## src/rtl/vga_pkg.sv

```systemverilog
// Shared mode encodings and default 640x480@60 raster constants for the VGA timing path.
package vga_pkg;

   localparam logic [1:0] MODE_FULL = 2'd0;
   localparam logic [1:0] MODE_HALF = 2'd1;
   localparam logic [1:0] MODE_QTR  = 2'd2;

   localparam int DEF_H_DISP = 640;
   localparam int DEF_H_FP   = 16;
   localparam int DEF_H_SYNC = 96;
   localparam int DEF_H_BP   = 48;
   localparam int DEF_V_DISP = 480;
   localparam int DEF_V_FP   = 10;
   localparam int DEF_V_SYNC = 2;
   localparam int DEF_V_BP   = 33;

   function automatic int total(input int disp, input int fp, input int sync, input int bp);
      return disp + fp + sync + bp;
   endfunction

endpackage

```

## src/rtl/vga_sig_delay.sv

```systemverilog
// Fixed-length shift-register delay with synchronous clear; N = 0 is a plain wire.
module vga_sig_delay #(
   parameter int W = 3,
   parameter int N = 2
) (
   input  logic         CLK25,
   input  logic         reset,
   input  logic [W-1:0] sig,
   output logic [W-1:0] sig_dly
);

   generate
      if (N == 0) begin : g_pass
         logic unused_ok;
         assign unused_ok = CLK25 ^ reset;
         assign sig_dly   = sig;
      end else begin : g_shift
         // tap slice 0 is the input, slice gi+1 the output of stage gi
         logic [(N+1)*W-1:0] tap;
         assign tap[W-1:0] = sig;
         for (genvar gi = 0; gi < N; gi++) begin : g_stage
            logic [W-1:0] stage_reg;
            always_ff @(posedge CLK25) begin
               if (reset) stage_reg <= '0;
               else       stage_reg <= tap[gi*W +: W];
            end
            assign tap[(gi+1)*W +: W] = stage_reg;
         end
         assign sig_dly = tap[N*W +: W];
      end
   endgenerate

endmodule

```

## src/rtl/vga_timing_gen.sv

```systemverilog
// VGA raster timing generator: sync/blank strobes delayed to match frame-buffer read
// latency, plus a per-frame scaled read window with a linear read address.
module vga_timing_gen
   import vga_pkg::*;
#(
   parameter int H_DISP   = DEF_H_DISP,
   parameter int H_FP     = DEF_H_FP,
   parameter int H_SYNC   = DEF_H_SYNC,
   parameter int H_BP     = DEF_H_BP,
   parameter int V_DISP   = DEF_V_DISP,
   parameter int V_FP     = DEF_V_FP,
   parameter int V_SYNC   = DEF_V_SYNC,
   parameter int V_BP     = DEF_V_BP,
   parameter int SYNC_POL = 0,
   parameter int PIPE_DLY = 2,
   parameter int ADDR_W   = 19
) (
   input  logic              CLK25,
   input  logic              reset,
   input  logic [1:0]        mode,
   output logic              hsync,
   output logic              vsync,
   output logic              blank_n,
   output logic              sync_n,
   output logic              active_area,
   output logic [ADDR_W-1:0] pix_addr,
   output logic              frame_start,
   output logic [9:0]        h_pos,
   output logic [9:0]        v_pos
);

   localparam int H_TOTAL = total(H_DISP, H_FP, H_SYNC, H_BP);
   localparam int V_TOTAL = total(V_DISP, V_FP, V_SYNC, V_BP);

   localparam logic [9:0] H_LAST   = 10'(H_TOTAL - 1);
   localparam logic [9:0] V_LAST   = 10'(V_TOTAL - 1);
   localparam logic [9:0] HS_START = 10'(H_DISP + H_FP);
   localparam logic [9:0] HS_END   = 10'(H_DISP + H_FP + H_SYNC);
   localparam logic [9:0] VS_START = 10'(V_DISP + V_FP);
   localparam logic [9:0] VS_END   = 10'(V_DISP + V_FP + V_SYNC);
   localparam logic       SYNC_ACT = (SYNC_POL != 0);

   logic [9:0]        h_cnt_reg;
   logic [9:0]        v_cnt_reg;
   logic [1:0]        mode_q_reg;
   logic              hs0_reg;
   logic              vs0_reg;
   logic              bl0_reg;
   logic              active_reg;
   logic              frame_start_reg;
   logic [ADDR_W-1:0] pix_addr_reg;
   logic [9:0]        h_lim;
   logic [9:0]        v_lim;
   logic              frame_wrap;
   logic [2:0]        strobe_dly;

   assign frame_wrap = (h_cnt_reg == H_LAST) && (v_cnt_reg == V_LAST);

   always_comb begin
      h_lim = 10'(H_DISP);
      v_lim = 10'(V_DISP);
      case (mode_q_reg)
         MODE_HALF: begin
            h_lim = 10'(H_DISP >> 1);
            v_lim = 10'(V_DISP >> 1);
         end
         MODE_QTR: begin
            h_lim = 10'(H_DISP >> 2);
            v_lim = 10'(V_DISP >> 2);
         end
         default: ;
      endcase
   end

   // Window scale only changes at the frame boundary so a frame is never torn.
   always_ff @(posedge CLK25) begin
      if (reset) begin
         h_cnt_reg  <= '0;
         v_cnt_reg  <= '0;
         mode_q_reg <= MODE_FULL;
      end else begin
         if (h_cnt_reg == H_LAST) begin
            h_cnt_reg <= '0;
            v_cnt_reg <= (v_cnt_reg == V_LAST) ? 10'd0 : v_cnt_reg + 10'd1;
         end else begin
            h_cnt_reg <= h_cnt_reg + 10'd1;
         end
         if (frame_wrap) mode_q_reg <= (mode == 2'd3) ? MODE_FULL : mode;
      end
   end

   always_ff @(posedge CLK25) begin
      if (reset) begin
         hs0_reg         <= 1'b0;
         vs0_reg         <= 1'b0;
         bl0_reg         <= 1'b0;
         active_reg      <= 1'b0;
         frame_start_reg <= 1'b0;
         pix_addr_reg    <= '0;
      end else begin
         hs0_reg         <= (h_cnt_reg >= HS_START) && (h_cnt_reg < HS_END);
         vs0_reg         <= (v_cnt_reg >= VS_START) && (v_cnt_reg < VS_END);
         bl0_reg         <= (h_cnt_reg < 10'(H_DISP)) && (v_cnt_reg < 10'(V_DISP));
         active_reg      <= (h_cnt_reg < h_lim) && (v_cnt_reg < v_lim);
         frame_start_reg <= (h_cnt_reg == 10'd0) && (v_cnt_reg == 10'd0);
         if (frame_wrap)      pix_addr_reg <= '0;
         else if (active_reg) pix_addr_reg <= pix_addr_reg + ADDR_W'(1);
      end
   end

   vga_sig_delay #(
      .W (3),
      .N (PIPE_DLY)
   ) u_sig_delay (
      .CLK25   (CLK25),
      .reset   (reset),
      .sig     ({hs0_reg, vs0_reg, bl0_reg}),
      .sig_dly (strobe_dly)
   );

   assign hsync       = strobe_dly[2] ~^ SYNC_ACT;
   assign vsync       = strobe_dly[1] ~^ SYNC_ACT;
   assign blank_n     = strobe_dly[0];
   assign sync_n      = 1'b1;
   assign active_area = active_reg;
   assign pix_addr    = pix_addr_reg;
   assign frame_start = frame_start_reg;
   assign h_pos       = h_cnt_reg;
   assign v_pos       = v_cnt_reg;

endmodule

```

## config.mk

```make
export PLATFORM = sky130hd
export DESIGN_NAME = vga_timing_gen
export DESIGN_NICKNAME = d
export VERILOG_FILES = /design/src/rtl/vga_pkg.sv /design/src/rtl/vga_sig_delay.sv /design/src/rtl/vga_timing_gen.sv
export SDC_FILE = /design/constraint.sdc
export NUM_CORES = 1
export LEC_CHECK = 0
export ABC_AREA = 1
export BUFFER_PORTS_ARGS = -buffer_cell sky130_fd_sc_hd__clkbuf_2
export CAP_MARGIN = 10
export CORE_MARGIN = 3
export CORE_UTILIZATION = 45
export DETAILED_ROUTE_END_ITERATION = 12
export GPL_ROUTABILITY_DRIVEN = 0
export PLACE_DENSITY = 0.69
export SLEW_MARGIN = 20
export SYNTH_ARGS = -nofsm -noshare
export SYNTH_HDL_FRONTEND = slang
export SYNTH_HIERARCHICAL = 1
export SYNTH_SLANG_ARGS = --single-unit
```

## constraint.sdc

```tcl
create_clock -name CLK25 -period 1.55 [get_ports CLK25]
set_input_delay 0.2325 -clock CLK25 [delete_from_list [all_inputs] [get_ports CLK25]]
set_output_delay 0.2325 -clock CLK25 [all_outputs]
set_load 0.02 [all_outputs]
```

==> summary.md, run 1 <==
| Metric | Value |
|---|---|
| Clock slew at reported path FFs | `~0.10 ns` |
| Post-synthesis sequential area ratio | `0.388` |
| Commonest non-fill, non-tap cell in the layout | `nand2_1` |
| Cell area after layout | `approximately 0.0034 sq mm` |
| Synth-to-layout area growth | `26.7%` |
| Total grt overflow | `0` |
| Tot Pwr | `2.40 mW` |
| Worst Hold Class | `in2reg` |
| Post-route ant nets | `0` |
| Fillcell total | `just over 500` |
| Synth cell types | `26` |
| Slew Limit Fails | `0` |
| Max FO, Critical Path | `13` |
| Maximum VDD drop | `between 0.0003 and 0.0004 V` |
| Average wire per standard cell | `roughly 12 um` |
| Clock tree from TritonCTS | `done` |
| Die area | `0.00692 sq mm` |
| CTS Buf Count | `5` |
| Crit-path cells | `inv_1 > ha_4 > nand3_1 > nor2_2 > nand2_2 > nor2_4 > nor2_4 > buf_12 > nand2_1 > nor2_1` |
| Yosys warning total | `6` |
| Status | `complete, no violations` |
| Crit share post-route | `0.954` |
| Multi-input logic area | `around 0.0015 sq mm` |
| Layout cells sized above 1 | `0.232` |
| CTS root buffer | `clkbuf_8` |
| Required time of the critical path | `about 1.8 ns` |
| Min Tclk post-route | `between 1 and 1.5 ns` |
| IO Port Bufs | `47` |
| Initial core utilization | `0.475` |
| Largest net degree at the start of global routing | `17` |
| Arr. time, crit path | `1.69 ns` |
| First-pass GRT wire length | `10.8 mm` |
| First DRT Iteration DRCs | `~120` |
| Sequential cell area | `0.00105 sq mm` |
| Vias in the first global route | `about 2400` |
| Core area | `between 0.005 and 0.006 sq mm` |
| Buffers and inverters on the worst path | `2` |
| Hold_buf cts | `0` |
| Antenna violations before repair | `0` |
| Total iterations of the first detailed-routing run | `4` |
| Total GRT Usage | `0.185` |
| Post-placement cell count | `between 500 and 600` |
| Area of placed instances | `approximately 0.0032 sq mm` |
| CP delay by family, top | `simple AND/OR/NAND/NOR gates` |
| Fin cells | `542` |
| Longest Clk Path Bufs | `2` |
| CP max stage cell | `dfxtp_2` |
| Dpl ws | `-0.175 ns` |
| Slowest cell delay on critical path | `between 0.3 and 0.4 ns` |
| Post-Synthesis Cells | `~400` |
| Synth Register Bits | `52` |
| Die width | `83.2 um` |
| DIE HEIGHT | `83.2 um` |
| Num ports | `~50` |
| Setup violations, final | `0` |
| Fin. Hold Viols | `0` |
| Remaining DRCs | `0` |
| FMAX | `~0.68 GHz` |
| Final layout net count | `about 490` |
| Final Routed Wirelength | `between 6 and 7 mm` |
| Placement Rows | `27` |
| Worst setup margin | `0.0716 ns` |
| Via Count | `between 2000 and 3000` |
| Skew-Pair Late Insertion Delay | `just over 0.3 ns` |
| Pwr/cell area | `706 mW/mm^2` |
| Critical path class | `reg2reg` |
| Leakage | `~1.6 nW` |
| Most frequent cells in the layout | `nand2_1 (93), nor2_1 (72), inv_1 (55), clkbuf_2 (47), dfxtp_1 (46)` |
| CP Capture Type | `flop` |
| H-Tree Depth | `2` |
| Synthesized Nets | `roughly 420` |
| Syn avg cell area | `6.77 sq um` |
| Mapped Area | `between 0.002 and 0.003 sq mm` |
| Clk_skew | `between 0.007 and 0.008 ns` |
| Max-cap violations | `0` |
| Max reg flops | `19` |
| Most frequent CP cell | `nor2_4` |
| Routed vias/inst | `4.76` |
| CTS sink count | `52` |
| Startpoint Class | `flop` |
| Dpl hpwl | `4.82 mm` |
| ANT cells | `0` |
-- where the power goes --
group | leakage [nW] | internal, mW | switching [mW] | total [mW]
clock | 0.0523 | 0.414 | 0.468 | 0.882
combinational | 1.08 | 0.0585 | 0.0889 | 0.147
sequential | 0.424 | 1.35 | 0.0137 | 1.37
total | 1.56 | 1.83 | 0.571 | 2.40
-- logic make-up after synthesis --
kind of cell,count (synthesis),synth area share
and+or+nand+nor,228,0.352
DFF,52,0.388
xor gates and xnor gates,10,0.0327
adders and majority gates,16,0.0747
other,1,0.00140
AOI/OAI and AO/OA,25,0.0551
buffers and inverters,64,0.0961
-- worst paths after layout --
| check | start | depth (start not counted) | endpoint | slack [ns] |
|---|---|---|---|---|
| setup / recovery | v_pos[1] | 10 | v_pos[7] | 0.07 |
| hold / removal | mode[1] | 5 | mode_q_reg[1] | 0.22 |
| setup reg to reg | v_pos[1] | 10 | v_pos[7] | 0.07 |
| hold reg to reg | u_sig_delay/g_shift.g_stage[0].stage_reg[2] | 2 | u_sig_delay/sig_dly[2] | 0.41 |
-- layout make-up --
class                      count  area share
clock buffer                   6      0.0276
clock inverter                 2     0.00368
inverter                      59      0.0667
multi-input combinational    280       0.434
sequential                    52       0.310
tap                           72      0.0265
timing repair buffer          71       0.132
-- worst min-delay path: stages --
cell and delay (ns):
clkbuf_2 0.08, nand2_1 0.06, nand2_1 0.05, nand2_1 0.05, nor2_1 0.03
-- cells in the mapped netlist, drive strengths merged --
cell | n | share of area
a21o | 1 | 0.0028
and3 | 3 | 0.0070
inv | 59 | 0.083
ha | 16 | 0.075
buf | 5 | 0.014
dfxtp | 52 | 0.39
a21oi | 13 | 0.024
nor3b | 2 | 0.0056
nor2 | 81 | 0.12
nor3 | 11 | 0.021
and3b | 1 | 0.0033
nor4 | 1 | 0.0023
o221a | 1 | 0.0042
xnor2 | 5 | 0.016
nand4 | 2 | 0.0047
o21ai | 9 | 0.021
nand3 | 29 | 0.054
xor2 | 5 | 0.016
o211ai | 1 | 0.0028
or2 | 2 | 0.0047
conb | 1 | 0.0014
nand2 | 96 | 0.13
-- timing repair --
action / CTS / global route
resized for setup: 5 / 24
endpoints found under the setup margin: 16 / 21
buffers inserted: 0 / 1
pin swaps: 1 / 7
-- metrics by stage --
| step | setup TNS [ns] | utilization | hold WS, ns |
|---|---|---|---|
| 2_1_floorplan | 0 | - | 0.304 |
| 3_3_place_gp | -1.50 | 0.561 | 0.391 |
| 3_5_place_dp | -1.99 | 0.561 | 0.394 |
| 4_1_cts | 0 | 0.585 | 0.239 |
| 5_1_grt | -0.210 | 0.602 | 0.269 |
| 6_report | 0 | 0.602 | 0.225 |
-- per-layer routing --
metal | vias up | global-route usage | wire, um | part of all wire
met5 | - | 0 | 0 | 0
met4 | 0 | 0.0416 | 66 | 0.010
met3 | 8 | 0.0417 | 288 | 0.045
met2 | 52 | 0.316 | 2970 | 0.46
met1 | 1141 | 0.239 | 3080 | 0.48
li1 | 1377 | - | - | -
Note: power is estimated with default switching activity, not from simulation.
==> run 2: changes to the inputs <==
- ABC_AREA: 1 -> default
- PLACE_DENSITY: 0.69 -> 0.7
==> summary.md, run 2 <==
| Metric | Value |
|---|---|
| Status | `complete, no violations` |
| Longest Clk Path Bufs | `2 (unchanged)` |
| Sequential cell area | `0.00107 sq mm (+1.2%)` |
| Clock tree from TritonCTS | `done` |
| Routed vias/inst | `4.93 (+3.7%)` |
| Hold path cells | `4 (-1)` |
| Total iterations of the first detailed-routing run | `4 (unchanged)` |
| Min Tclk post-route | `1.55 ns (+0.0707 ns)` |
| Synth Register Bits | `52 (unchanged)` |
| Core area | `0.00520 sq mm (-7.7%)` |
| Worst reg-to-reg setup slack | `0.001 ns (-0.07 ns)` |
| Startpoint Class | `flop` |
| Total GRT Usage | `0.176 (-0.00955)` |
| FMAX | `0.646 GHz (-4.6%)` |
| Max FO, Critical Path | `7 (-6)` |
| Post-placement cell count | `415 (-22%)` |
| Final Routed Wirelength | `5.62 mm (-12%)` |
| Initial core utilization | `0.473 (-0.00268)` |
| Max reg flops | `19 (unchanged)` |
| Synthesized Nets | `291 (-30%)` |
| Post-CTS setup buffers | `0 (unchanged)` |
| R2R depth | `6 (-4)` |
| Synth-to-layout area growth | `35.4%` |
| CTS root buffer | `clkbuf_8` |
| First DRT Iteration DRCs | `70 (-39%)` |
| Critical Path Stages | `6 (-4)` |
| Setup violations, final | `0 (unchanged)` |
| Die width | `79.9 um (-3.9%)` |
| Crit-path cells | `nand4b_4 > nor4_4 > and4_4 > or2_4 > clkbuf_16 > nor2_4` |
| CP Capture Type | `flop` |
| Buffers and inverters on the worst path | `1 (-1)` |
| Clock slew at reported path FFs | `0.09 ns (about the same)` |
| Most used DFF post-synth | `dfxtp_1` |
| Clk_skew | `0.0140 ns (+0.00647 ns)` |
| Required time of the critical path | `1.75 ns (about the same)` |
| Post-route ant nets | `0 (unchanged)` |
| Post-synthesis sequential area ratio | `0.423 (+0.0350)` |
| Arr. time, crit path | `1.75 ns (+0.06 ns)` |
| Fillcell total | `462 (-10%)` |
| Slowest cell delay on critical path | `0.32 ns (about the same)` |
| Antenna violations before repair | `0 (unchanged)` |
| ANT cells | `0 (unchanged)` |
| Area leader, netlist | `dfxtp_1` |
| Num ports | `49 (unchanged)` |
| Tot Pwr | `2.28 mW (-4.8%)` |
| WHS Endpoint | `mode_q_reg[0]` |
| Hold_buf cts | `0 (unchanged)` |
| Largest net degree at the start of global routing | `28 (+11)` |
| Final layout net count | `375 (-23%)` |
| Mapped Area | `0.00246 sq mm (-8.3%)` |
| Fin. Hold Viols | `0 (unchanged)` |
| FF-to-FF End | `pix_addr[5]` |
| Maximum VDD drop | `0.000379 V (+14%)` |
| Placement Rows | `26 (-3.7%)` |
| CTS Buf Count | `5 (unchanged)` |
| Crit share post-route | `0.999 (+0.0456)` |
| Fin cells | `425 (-22%)` |
| CP delay by family, top | `simple AND/OR/NAND/NOR gates` |
| Worst Hold Class | `in2reg` |
| Critical path class | `reg2reg` |
| First-pass GRT wire length | `8.81 mm (-18%)` |
| Multi-input logic area | `0.00143 sq mm (-2.9%)` |
| Unrepaired setup endpoints after global routing | `yes` |
| Commonest non-fill, non-tap cell in the layout | `clkbuf_2` |
| Max-cap violations | `0 (unchanged)` |
| CP max stage cell | `dfxtp_2` |
| H-Tree Depth | `2 (unchanged)` |
| Most frequent cells in the layout | `clkbuf_2 (47), dfxtp_1 (38), buf_4 (38), nor2_1 (21), xnor2_1 (17)` |
| Synth cell types | `37 (+42%)` |
| Slew Limit Fails | `0 (unchanged)` |
| Layout cells sized above 1 | `0.406 (+0.174)` |
| Vias in the first global route | `1967 (-18%)` |
| Via Count | `2097 (-19%)` |
| Total grt overflow | `0 (unchanged)` |
| Yosys warning total | `6 (unchanged)` |
| EDFF count, synth | `0 (unchanged)` |
| Reg2reg start | `h_pos[7]` |
| Syn avg cell area | `9.08 sq um (+34%)` |
| Leakage | `1.46 nW (-6.4%)` |
| Remaining DRCs | `0 (unchanged)` |
| Average wire per standard cell | `13.2 um (+12%)` |
| Share of the synthesized area in the top cell type | `0.423 (+0.0350)` |
| Post-Synthesis Cells | `271 (-32%)` |
| Commonest cells post-synth | `dfxtp_1 (52), nor2_1 (42), xnor2_1 (17)` |
| DIE HEIGHT | `79.9 um (-3.9%)` |
| IO Port Bufs | `47 (unchanged)` |
| Most common cell in the synthesized netlist | `dfxtp_1` |
| Pwr/cell area | `686 mW/mm^2 (-2.8%)` |
| Skew-Pair Late Insertion Delay | `0.31 ns (about the same)` |
| Die area | `0.00639 sq mm (-7.7%)` |
| Ys async rst share | `0 (unchanged)` |
| Dpl hpwl | `3.91 mm (-19%)` |
| Hold path startpoint | `mode[1]` |
| CTS sink count | `52 (unchanged)` |
| Top cells by area, synth | `dfxtp_1 (42%), ha_1 (8.1%), nor2_1 (6.4%)` |
run 2: changes by cell type in the layout (fill, tap and decap cells not counted), moves of 9 or more:
cell | before | now
buf_4 | 20 | 38
xnor2_1 | 5 | 17
nor2_1 | 72 | 21
nand3_1 | 28 | 10
nor2b_1 | 0 | 10
nand2_1 | 93 | 12
xor2_1 | 5 | 16
nor2_2 | 6 | 15
inv_1 | 55 | 14
a21oi_1 | 13 | 0
run 2: cell families (layout without fill, tap and decap cells):
kind of cell | count (synthesis) | count (layout) | synth area share
DFF | 52 | 52 | 0.423
muxes | 5 | 5 | 0.0209
AOI/OAI and AO/OA | 9 | 9 | 0.0249
other | 1 | 1 | 0.00152
adders and majority gates | 16 | 16 | 0.0814
xor gates and xnor gates | 33 | 33 | 0.117
buffers and inverters | 27 | 111 | 0.0519
and+or+nand+nor | 128 | 128 | 0.279
run 2: layout make-up:
cell class,instances,share of cell area
Clock inverter,2,0.00338
Timing Repair Buffer,90,0.184
Tap cell,70,0.0263
Clock buffer,5,0.0207
Multi-Input combinational cell,192,0.430
Sequential cell,52,0.320
Inverter,14,0.0158
run 2: where the power goes:
group / internal [mW] / leakage [nW] / switching, mW / total (mW)
logic: 0.0789 / 0.988 / 0.101 / 0.180
registers: 1.35 / 0.428 / 0.0148 / 1.37
clock network: 0.308 / 0.0443 / 0.426 / 0.733
total: 1.74 / 1.46 / 0.542 / 2.28
run 2: worst min-delay path, stage by stage:
cell and delay [ns]:
clkbuf_2 0.09, nor2b_1 0.04, mux2i_1 0.13, nor2_1 0.05
run 2: how the worst max path moves through the flow:
stage	endpoint	start	slack, ns
floorplan	v_pos[0]	h_pos[1]	-0.11
global placement	v_pos[8]	h_pos[1]	-0.02
detailed placement	v_pos[8]	h_pos[1]	-0.05
CTS	active_area	mode_q_reg[0]	0.01
global route	v_pos[8]	h_pos[7]	-0.09
finish	pix_addr[5]	h_pos[7]	0.001
run 2: per-stage QoR:
stage	setup WS, ns	area (sq um)	utilization	hold slack (ns)	TNS, ns
final	0.000970	3330	0.640	0.278	0
after global routing	-0.0871	3330	0.640	0.315	-1.53
after CTS	0.0116	3150	0.605	0.252	0
after detailed placement	-0.0521	3060	0.588	0.422	-0.627
after global placement	-0.0212	3060	0.588	0.420	-0.0212
after floorplan	-0.115	2520	-	0.304	-2.29
run 2: layer usage:
metal  share of wire  global-route usage
met3           0.039              0.0384
met4           0.014              0.0676
met2            0.48               0.286
met5               0                   0
met1            0.47               0.225
run 2: what timing repair did:
item / 4_1_cts / 5_1_grt
pin swaps: 1 / 9
setup endpoints to repair: 31 / 31
gates cloned: 0 / 3
gates resized for setup: 3 / 38
==> run 3: changes to the inputs <==
- PLACE_DENSITY: 0.7 -> 0.74
==> summary.md, run 3 (synthesized netlist as in run 2, its figures left out) <==
| Metric | Value |
|---|---|
| Startpoint Class | `flop` |
| Total GRT Usage | `0.183 (+0.00735)` |
| Most frequent cells in the layout | `clkbuf_2 (47), dfxtp_1 (38), buf_4 (37), nor2_1 (29), xnor2_1 (17)` |
| Pwr/cell area | `726 mW/mm^2 (+5.8%)` |
| Setup TNS | `-0.0959 ns (-0.0959 ns)` |
| Required time of the critical path | `1.79 ns (+0.04 ns)` |
| CTS root buffer | `clkbuf_8` |
| Failing checks | `setup timing` |
| Layout cells sized above 1 | `0.392 (-0.0141)` |
| H-Tree Depth | `2 (unchanged)` |
| Total grt overflow | `0 (unchanged)` |
| Worst Hold Class | `in2reg` |
| Area of placed instances | `0.00306 sq mm (unchanged)` |
| Final layout net count | `374 (-0.27%)` |
| CTS sink count | `52 (unchanged)` |
| Initial core utilization | `0.473 (unchanged)` |
| Skew-Pair Late Insertion Delay | `0.30 ns (about the same)` |
| Final Routed Wirelength | `5.91 mm (+5.2%)` |
| FMAX | `0.626 GHz (-3.0%)` |
| Vias in the first global route | `2006 (+2.0%)` |
| Slew Limit Fails | `0 (unchanged)` |
| First-pass GRT wire length | `9.20 mm (+4.5%)` |
| Post-placement cell count | `415 (unchanged)` |
| Core area | `0.00520 sq mm (unchanged)` |
| Via Count | `2137 (+1.9%)` |
| Leakage | `1.48 nW (+1.1%)` |
| Num ports | `49 (unchanged)` |
| Critical path class | `reg2reg` |
| Max FO, Critical Path | `3 (-4)` |
| DIE HEIGHT | `79.9 um (unchanged)` |
| CP Capture Type | `flop` |
| Remaining DRCs | `0 (unchanged)` |
| Clock tree from TritonCTS | `done` |
| Fin. Hold Viols | `0 (unchanged)` |
| Average wire per standard cell | `13.9 um (+5.2%)` |
| Max reg flops | `19 (unchanged)` |
| Min Tclk post-route | `1.60 ns (+0.0474 ns)` |
| Routed vias/inst | `5.03 (+1.9%)` |
| Status | `complete, but fails checks` |
| Worst setup margin | `-0.0465 ns (-0.0474 ns)` |
| Unrepaired setup endpoints after global routing | `yes` |
| Hold WS | `0.282 ns (+0.00416 ns)` |
| Clock slew at reported path FFs | `0.08 ns (about the same)` |
| Clk_skew | `0.0103 ns (-0.00375 ns)` |
| Post-route ant nets | `0 (unchanged)` |
| Setup violations, final | `6 (+6)` |
| Total iterations of the first detailed-routing run | `4 (unchanged)` |
| Dpl hpwl | `4.04 mm (+3.5%)` |
| Maximum VDD drop | `0.000546 V (+44%)` |
| IO Port Bufs | `47 (unchanged)` |
| Antenna violations before repair | `0 (unchanged)` |
| Synth-to-layout area growth | `37.5%` |
| Cell area after layout | `0.00338 sq mm (+1.6%)` |
| CTS Buf Count | `5 (unchanged)` |
| Dpl ws | `-0.0869 ns (-0.0348 ns)` |
| First DRT Iteration DRCs | `54 (-23%)` |
| Max-cap violations | `0 (unchanged)` |
| Die width | `79.9 um (unchanged)` |
| ANT cells | `0 (unchanged)` |
| Die area | `0.00639 sq mm (unchanged)` |
| Arr. time, crit path | `1.84 ns (+0.09 ns)` |
| Longest Clk Path Bufs | `2 (unchanged)` |
| Largest net degree at the start of global routing | `28 (unchanged)` |
| Fin cells | `425 (unchanged)` |
| Placement Rows | `26 (unchanged)` |
| Commonest non-fill, non-tap cell in the layout | `clkbuf_2` |
| Crit share post-route | `1.03 (+0.0306)` |
run 3: path summary, 6_finish.rpt:
check | end | from | slack (ns) | depth (start not counted)
setup / recovery | active_area | mode_q_reg[0] | -0.05 | 7
hold / removal | mode_q_reg[0] | mode[1] | 0.28 | 4
setup reg to reg | active_area | mode_q_reg[0] | -0.05 | 7
hold reg to reg | u_sig_delay/sig_dly[0] | u_sig_delay/g_shift.g_stage[0].stage_reg[0] | 0.44 | 1
run 3: stage by stage:
stage,utilization,power [mW]
after floorplan,-,1.50
after global placement,0.588,1.54
after detailed placement,0.588,1.55
after CTS,0.616,2.45
after global routing,0.650,2.55
final,0.650,2.45
run 3: power breakdown:
group          internal [mW]  total (mW)  switching [mW]
sequential              1.36        1.37          0.0161
clock                  0.463       0.905           0.441
combinational         0.0774       0.179           0.101
run 3: worst max-delay path: stages (launching register included):
cell and delay (ns):
dfxtp_2 0.36, inv_1 0.08, ha_4 0.25, ha_1 0.28, a21oi_2 0.12, nor2_1 0.06, o21ai_0 0.20, o211a_1 0.19
run 3: timing repair:
item / CTS / global route
hold endpoints to repair: 0 / 0
buffers inserted: 0 / 0
pin swaps: 1 / 13
hold buffers: 0 / 0
setup endpoints to repair: 31 / 32
gates resized for setup: 6 / 35
gates cloned: 0 / 2
run 3: layout make-up:
type	instances	area, sq um
Fill cell	435	1820
Clock inverter	1	8.76
Clock buffer	7	108
Sequential cell	52	1070
Multi-Input combinational cell	192	1460
Inverter	14	52.6
Timing Repair Buffer	89	606
Tap cell	70	87.6
run 3: per-layer routing:
metal / vias to the layer above / wire length (um) / global-route usage
met5: - / 0 / 0
met3: 10 / 253 / 0.0440
met4: 0 / 115 / 0.0726
li1: 1069 / - / -
met2: 44 / 2970 / 0.312
met1: 1014 / 2570 / 0.220
